$ cat src/rtl/fetch_pkg.sv
// Shared constants, state encoding and word record for the instruction fetch stage.
package fetch_pkg;

    localparam int unsigned CPU_ADDR_WIDTH  = 32;
    localparam int unsigned CPU_INSTR_WIDTH = 32;

    localparam logic [CPU_INSTR_WIDTH-1:0] NOP_WORD_DEFAULT     = 32'h0000_0000;
    localparam logic [CPU_ADDR_WIDTH-1:0]  RESET_VECTOR_DEFAULT = 32'hBFC0_0000;
    localparam logic [CPU_ADDR_WIDTH-1:0]  PC_STEP              = 32'd4;

    typedef enum logic [1:0] {
        StBoot,
        StReq,
        StHold
    } fetch_state_e;

    typedef struct packed {
        logic [CPU_ADDR_WIDTH-1:0]  pc;
        logic [CPU_INSTR_WIDTH-1:0] instr;
        logic                       err;
    } fetch_word_t;

    function automatic logic [CPU_ADDR_WIDTH-1:0] word_align(
        input logic [CPU_ADDR_WIDTH-1:0] addr
    );
        return {addr[CPU_ADDR_WIDTH-1:2], 2'b00};
    endfunction

endpackage

$ cat src/rtl/fetch_hold_buf.sv
// One-entry buffer keeping a returned fetch word while the core is stalled.
module fetch_hold_buf
    import fetch_pkg::*;
(
    input  logic        clk,
    input  logic        nrst,
    input  logic        load_i,
    input  logic        clear_i,
    input  fetch_word_t word_i,
    output fetch_word_t word_o,
    output logic        valid_o
);

    fetch_word_t word_q;
    logic        valid_q;

    always_ff @(posedge clk or negedge nrst) begin
        if (!nrst) begin
            word_q  <= '0;
            valid_q <= 1'b0;
        end else if (load_i) begin
            word_q  <= word_i;
            valid_q <= 1'b1;
        end else if (clear_i) begin
            valid_q <= 1'b0;
        end
    end

    assign word_o  = word_q;
    assign valid_o = valid_q;

endmodule

$ cat src/rtl/fetch.sv
// Instruction fetch stage: owns the PC, issues single-outstanding bus reads,
// handles execute redirects and holds a returned word across core stalls.
module fetch
    import fetch_pkg::*;
#(
    parameter logic [CPU_ADDR_WIDTH-1:0]  RESET_ADDR = RESET_VECTOR_DEFAULT,
    parameter logic [CPU_INSTR_WIDTH-1:0] NOP_WORD   = NOP_WORD_DEFAULT
) (
    input  logic                       clk,
    input  logic                       nrst,
    input  logic                       i_exec_stall,
    input  logic                       i_mem_stall,
    input  logic                       i_jump_valid,
    input  logic [CPU_ADDR_WIDTH-1:0]  i_jump_addr,
    output logic [CPU_ADDR_WIDTH-1:0]  o_IAddr,
    output logic                       o_IRdC,
    input  logic [CPU_INSTR_WIDTH-1:0] i_IData,
    input  logic                       i_IRdy,
    input  logic                       i_IErr,
    output logic [CPU_ADDR_WIDTH-1:0]  o_pc,
    output logic [CPU_INSTR_WIDTH-1:0] o_instr,
    output logic                       o_fetch_stall,
    output logic                       o_fetch_err
);

    fetch_state_e              state_q, state_d;
    logic [CPU_ADDR_WIDTH-1:0] pc_q, pc_d;
    logic [CPU_ADDR_WIDTH-1:0] iaddr_q, iaddr_d;
    logic                      irdc_q, irdc_d;
    logic                      pend_jmp_q, pend_jmp_d;
    logic [CPU_ADDR_WIDTH-1:0] pend_addr_q, pend_addr_d;

    logic                      core_stall;
    logic [CPU_ADDR_WIDTH-1:0] jump_addr;
    logic                      buf_load, buf_clear, buf_valid;
    fetch_word_t               buf_in, buf_out;

    assign core_stall = i_exec_stall | i_mem_stall;
    assign jump_addr  = word_align(i_jump_addr);

    always_comb begin
        buf_in.pc    = iaddr_q;
        buf_in.instr = i_IErr ? NOP_WORD : i_IData;
        buf_in.err   = i_IErr;
    end

    fetch_hold_buf u_hold_buf (
        .clk     (clk),
        .nrst    (nrst),
        .load_i  (buf_load),
        .clear_i (buf_clear),
        .word_i  (buf_in),
        .word_o  (buf_out),
        .valid_o (buf_valid)
    );

    always_ff @(posedge clk or negedge nrst) begin
        if (!nrst) begin
            state_q     <= StBoot;
            pc_q        <= RESET_ADDR;
            iaddr_q     <= RESET_ADDR;
            irdc_q      <= 1'b0;
            pend_jmp_q  <= 1'b0;
            pend_addr_q <= RESET_ADDR;
        end else begin
            state_q     <= state_d;
            pc_q        <= pc_d;
            iaddr_q     <= iaddr_d;
            irdc_q      <= irdc_d;
            pend_jmp_q  <= pend_jmp_d;
            pend_addr_q <= pend_addr_d;
        end
    end

    always_comb begin
        state_d       = state_q;
        pc_d          = pc_q;
        iaddr_d       = iaddr_q;
        irdc_d        = irdc_q;
        pend_jmp_d    = pend_jmp_q;
        pend_addr_d   = pend_addr_q;
        buf_load      = 1'b0;
        buf_clear     = 1'b0;
        o_pc          = iaddr_q;
        o_instr       = NOP_WORD;
        o_fetch_stall = 1'b1;
        o_fetch_err   = 1'b0;

        unique case (state_q)
            StBoot: begin
                state_d = StReq;
                irdc_d  = 1'b1;
                iaddr_d = i_jump_valid ? jump_addr : pc_q;
                if (i_jump_valid) begin
                    pc_d = jump_addr;
                end
            end

            StReq: begin
                if (!irdc_q) begin
                    // Idle cycle between requests: issue the next read.
                    irdc_d  = 1'b1;
                    iaddr_d = i_jump_valid ? jump_addr : pc_q;
                    if (i_jump_valid) begin
                        pc_d = jump_addr;
                    end
                end else if (i_IRdy) begin
                    irdc_d = 1'b0;
                    if (pend_jmp_q) begin
                        // Word belongs to the abandoned path; drop it silently.
                        pend_jmp_d = 1'b0;
                        pc_d       = i_jump_valid ? jump_addr : pend_addr_q;
                    end else begin
                        o_instr       = i_IErr ? NOP_WORD : i_IData;
                        o_pc          = iaddr_q;
                        o_fetch_stall = 1'b0;
                        o_fetch_err   = i_IErr;
                        if (i_jump_valid) begin
                            pc_d = jump_addr;
                        end else if (core_stall) begin
                            buf_load = 1'b1;
                            state_d  = StHold;
                        end else begin
                            pc_d = pc_q + PC_STEP;
                        end
                    end
                end else if (i_jump_valid) begin
                    pend_jmp_d  = 1'b1;
                    pend_addr_d = jump_addr;
                end
            end

            StHold: begin
                o_instr       = buf_out.instr;
                o_pc          = buf_out.pc;
                o_fetch_stall = ~buf_valid;
                // Report the error only in the cycle decode actually takes the word.
                o_fetch_err   = buf_out.err & ~core_stall;
                if (i_jump_valid) begin
                    buf_clear = 1'b1;
                    pc_d      = jump_addr;
                    iaddr_d   = jump_addr;
                    irdc_d    = 1'b1;
                    state_d   = StReq;
                end else if (!core_stall) begin
                    buf_clear = 1'b1;
                    pc_d      = pc_q + PC_STEP;
                    iaddr_d   = pc_q + PC_STEP;
                    irdc_d    = 1'b1;
                    state_d   = StReq;
                end
            end

            default: begin
                state_d = StBoot;
            end
        endcase

        // Redirect squashes whatever is presented this cycle.
        if (i_jump_valid) begin
            o_instr     = NOP_WORD;
            o_fetch_err = 1'b0;
        end
    end

    assign o_IAddr = iaddr_q;
    assign o_IRdC  = irdc_q;

endmodule

$ cat config.mk
export PLATFORM = sky130hd
export DESIGN_NAME = fetch
export DESIGN_NICKNAME = d
export VERILOG_FILES = /design/src/rtl/fetch_pkg.sv /design/src/rtl/fetch_hold_buf.sv /design/src/rtl/fetch.sv
export SDC_FILE = /design/constraint.sdc
export NUM_CORES = 1
export LEC_CHECK = 0
export ABC_AREA = 1
export CORE_MARGIN = 5
export CORE_UTILIZATION = 40
export DETAILED_ROUTE_END_ITERATION = 10
export HOLD_SLACK_MARGIN = 0.06
export PLACE_DENSITY_LB_ADDON = 0.2
export RECOVER_POWER = 50
export SLEW_MARGIN = 15
export SYNTH_ARGS = -nofsm -noshare
export SYNTH_HDL_FRONTEND = slang
export SYNTH_SLANG_ARGS = --single-unit
$ cat constraint.sdc
create_clock -name clk -period 1.95 [get_ports clk]
set_clock_uncertainty 0.15 [all_clocks]
set_input_delay 0.2925 -clock clk [delete_from_list [all_inputs] [get_ports clk]]
set_output_delay 0.2925 -clock clk [all_outputs]
set_load 0.05 [all_outputs]
==> results of run 1 <==
worst max-delay path, cell delays in order (launching register included):
cell                        delay [ns]
sky130_fd_sc_hd__dfrtp_2          0.44
sky130_fd_sc_hd__ha_4             0.19
sky130_fd_sc_hd__nand2_4          0.08
sky130_fd_sc_hd__nor2_4           0.04
sky130_fd_sc_hd__nand2_2          0.08
sky130_fd_sc_hd__clkinv_4         0.11
sky130_fd_sc_hd__clkbuf_16        0.19
sky130_fd_sc_hd__a22oi_2          0.21
sky130_fd_sc_hd__nor2_4           0.06
sky130_fd_sc_hd__buf_6            0.15
what timing repair did:
item,CTS,global route
cloned,6,8
setup buffers,11,27
pin swaps,15,110
endpoints found under the setup margin,110,126
hold buffers,1,0
hold endpoints to repair,118,0
resized for setup,141,321
power by group:
part | switching, mW | leakage (nW) | internal (mW)
clock | 1.76 | 0.296 | 1.74
sequential | 1.31 | 2.01 | 5.36
combinational | 13.4 | 5.98 | 9.95
stage by stage:
step	utilization, %	hold slack, ns	TNS [ns]	cell area, µm²
after floorplan	-	-0.153	-5.82	11400
after global placement	55.7	0.135	-12.83	14900
after detailed placement	55.7	0.128	-16.99	14900
after CTS	61.2	0.240	-27.76	16400
after global routing	67.3	0.307	-39.64	18000
final	67.3	0.251	-30.44	18000
layer usage:
layer	vias to the layer above	track usage [%]	part of all wire [%]
met5	-	0	0
met1	5848	37.6	44
met4	0	7.99	2.5
met3	77	5.19	6.9
li1	5865	-	-
met2	485	41.0	46
worst min-delay path by stage:
stage                     cells past startpoint                                 to          from
after floorplan                               0             o_IAddr[0]$_DFFE_PN0P_          nrst
after global placement                        1  u_hold_buf.word_o[64]$_DFFE_PN0P_          nrst
after detailed placement                      1  u_hold_buf.word_o[64]$_DFFE_PN0P_          nrst
after CTS                                     2  u_hold_buf.word_o[64]$_DFFE_PN0P_          nrst
after global routing                          4             o_IAddr[8]$_DFFE_PN0P_  i_jump_valid
final                                         4             o_IAddr[8]$_DFFE_PN0P_  i_jump_valid
area by class of cell:
class / count / area (µm²)
repair inverters: 1 / 8.76
flip-flops and latches: 166 / 4200
repair buffers: 432 / 4840
fillers: 2134 / 8780
clock buffers: 17 / 425
well taps: 341 / 427
inverters: 164 / 662
multi-input cells: 1166 / 7290
clock inverters: 15 / 178
registers in the layout, summed over array words and instances, names as in the netlist:
name                count
o_IAddr                32
u_hold_buf.word_o      65
pend_addr_q            32
u_hold_buf.valid_o      1
state_q                 2
pc_q                   32
o_IRdC                  1
pend_jmp_q              1
cell families after synthesis:
group,count (synthesis)
xor gates and xnor gates,5
AOI/OAI and AO/OA,347
adders and majority gates,5
DFF,166
buffers and inverters,284
and+or+nand+nor,809
cells in the final DEF, fill, tap and decap left out, types with 44 or more instances in the layout:
| cell | count |
|---|---|
| sky130_fd_sc_hd__nor2_1 | 152 |
| sky130_fd_sc_hd__dfrtp_1 | 131 |
| sky130_fd_sc_hd__nand2_2 | 44 |
| sky130_fd_sc_hd__o21ai_0 | 83 |
| sky130_fd_sc_hd__a22oi_2 | 46 |
| sky130_fd_sc_hd__buf_12 | 68 |
| sky130_fd_sc_hd__buf_6 | 60 |
| sky130_fd_sc_hd__inv_1 | 146 |
| sky130_fd_sc_hd__nand2_1 | 438 |
| sky130_fd_sc_hd__nor2_4 | 56 |
| sky130_fd_sc_hd__buf_4 | 208 |
| sky130_fd_sc_hd__clkdlybuf4s50_1 | 66 |
| sky130_fd_sc_hd__a21oi_1 | 76 |
==> flow_summary.ini, run 1 <==
[run_status]
run_status = complete, but fails checks
violations_in_the_final_reports = setup timing

[synth]
synth.avg_cell_area_um2 = 6.71
yosysMostFrequentCell = sky130_fd_sc_hd__nand2_1
yosys_register_bits = 166
xor_and_xnor_area_share_after_synthesis_pct = 0.404
synth_area_leaders = sky130_fd_sc_hd__dfrtp_1, sky130_fd_sc_hd__nand2_1, sky130_fd_sc_hd__nor2_1, sky130_fd_sc_hd__dfstp_2, sky130_fd_sc_hd__o21ai_0
post_synth_instance_area_mm2 = 0.0108
yosysWarnings = 0
synth.lib_cells_used.distinct = 40
simple_logic_cell_fraction_of_the_synthesized_area_pct = 29.8
synth_top_family_by_area = simple AND/OR/NAND/NOR gates
synth.top_cell.area_share_pct = 32.1
synth.mux.area_fraction_pct = 0
synth_nets = 1692
synthesis.instances = 1616
post_synth_top_flop = sky130_fd_sc_hd__dfrtp_1
synthTopCellsByCount = sky130_fd_sc_hd__nand2_1, sky130_fd_sc_hd__nor2_1, sky130_fd_sc_hd__inv_1
fraction_of_the_mapped_netlist_area_in_compound_gates_pct = 18.8
synthDominantAreaCellType = sky130_fd_sc_hd__dfrtp_1
ys_seq_area_share_pct = 38.6
ys_async_sr_fraction_pct = 100
synth-edff-count = 0
synth_adder_area_share_pct = 0.577

[setup_path]
timing.setup.critical_path_class = flop to output port
worst_reg2reg_path_length_in_cells = 11
startpoint = state_q[0]$_DFFE_PN0P_
cp_max_fo = 8
crit_required_ns = 1.51
startpoint_of_the_worst_register_to_register_path = state_q[1]$_DFFE_PN0P_
r2r_setup_slack_ns = -0.15
critical_path_capture_point = o_instr[11]
worst_setup_path_start_kind = flop
cp_data_arrival_time_ns = 2.01
worst_r2r_endpoint = pc_q[2]$_DFFE_PN0P_
critical_path_end_type = output port

[sta]
report.final.hold_viol_count = 0
timing_worst_slew_pin_value_ns = 1.32
grt_setup_unrepaired = yes
final_max_slew_viol_count = 0
post_route_setup_slack_ns = -0.501
clock.fmax_mhz = 408
max-slew-margin-rel_pct = 12.2
final.min_clock_period_ns = 2.45
final_min_period_over_clock_period_pct = 126
finalSetupViolations = 122

[grt]
grt_pass1_wl_um = 64400
largest_net_degree_at_the_start_of_global_routing = 49
overflow = 0
first_global_vias = 11500
antenna_found_initial = 0
gr-usage-all-layers_pct = 26.4

[finish]
num-nets-final = 2024
final_layout_size_suffix_gt1_share_pct = 38.9
syn_to_final_growth_pct = 66.2
final_cells = 2302
antenna-diode-count = 0

[pwr]
leakagePower_nw = 8.29
vdd_ir_max_v = 0.000874
pwr_density_cell_mw_per_mm2 = 1860
p_total_mw = 33.6

[drt]
routed_wire_length_per_instance_um = 18.8
vias_after_detailed_routing = 12300
drt-pass1-iter-count = 6
initialDrtViolationCount = 1182
post_detailed_route_drc_marker_count = 0
drt.antenna.violating_nets = 0
detail_route.vias_per_cell = 5.33
route.final.wire_length_um = 43300

[cts]
clock_tree.root_cell = sky130_fd_sc_hd__clkbuf_16
cts-buffers-inserted = 17
insertion_delay_ns = 0.44
clock_tree_sinks = 166
cts.htree.levels = 4
tritoncts = yes
clkTransAtPathRegs_ns = 0.07
clk_path_buf_depth = 2

[floorplanning]
fp-row-count = 60
fp.dieArea_mm2 = 0.0305
floorplan.core_area_mm2 = 0.0268
die-width_um = 175
floorplan.initialDensity_pct = 40.5
die-height_um = 175
ioPinCount = 170

[hold_path]
hp-class = primary input to flop

[run]
max_cap_viol_count = 0

[place]
place_hpwl_um = 29600
placed_cells_incl_taps = 2220
dpl_worst_slack_ns = -0.296
numPortBuffers = 167
placer_congestion = 0.953
Power figures use the tool's default switching activity.
==> inputs of run 2 (changes only) <==
--- a/config.mk
+++ b/config.mk
@@ -12,7 +12,6 @@
 export HOLD_SLACK_MARGIN = 0.06
 export PLACE_DENSITY_LB_ADDON = 0.2
 export RECOVER_POWER = 50
-export SLEW_MARGIN = 15
 export SYNTH_ARGS = -nofsm -noshare
 export SYNTH_HDL_FRONTEND = slang
 export SYNTH_SLANG_ARGS = --single-unit
==> results of run 2 <==
Final layout, timing and power as in run 1 (identical DEF).
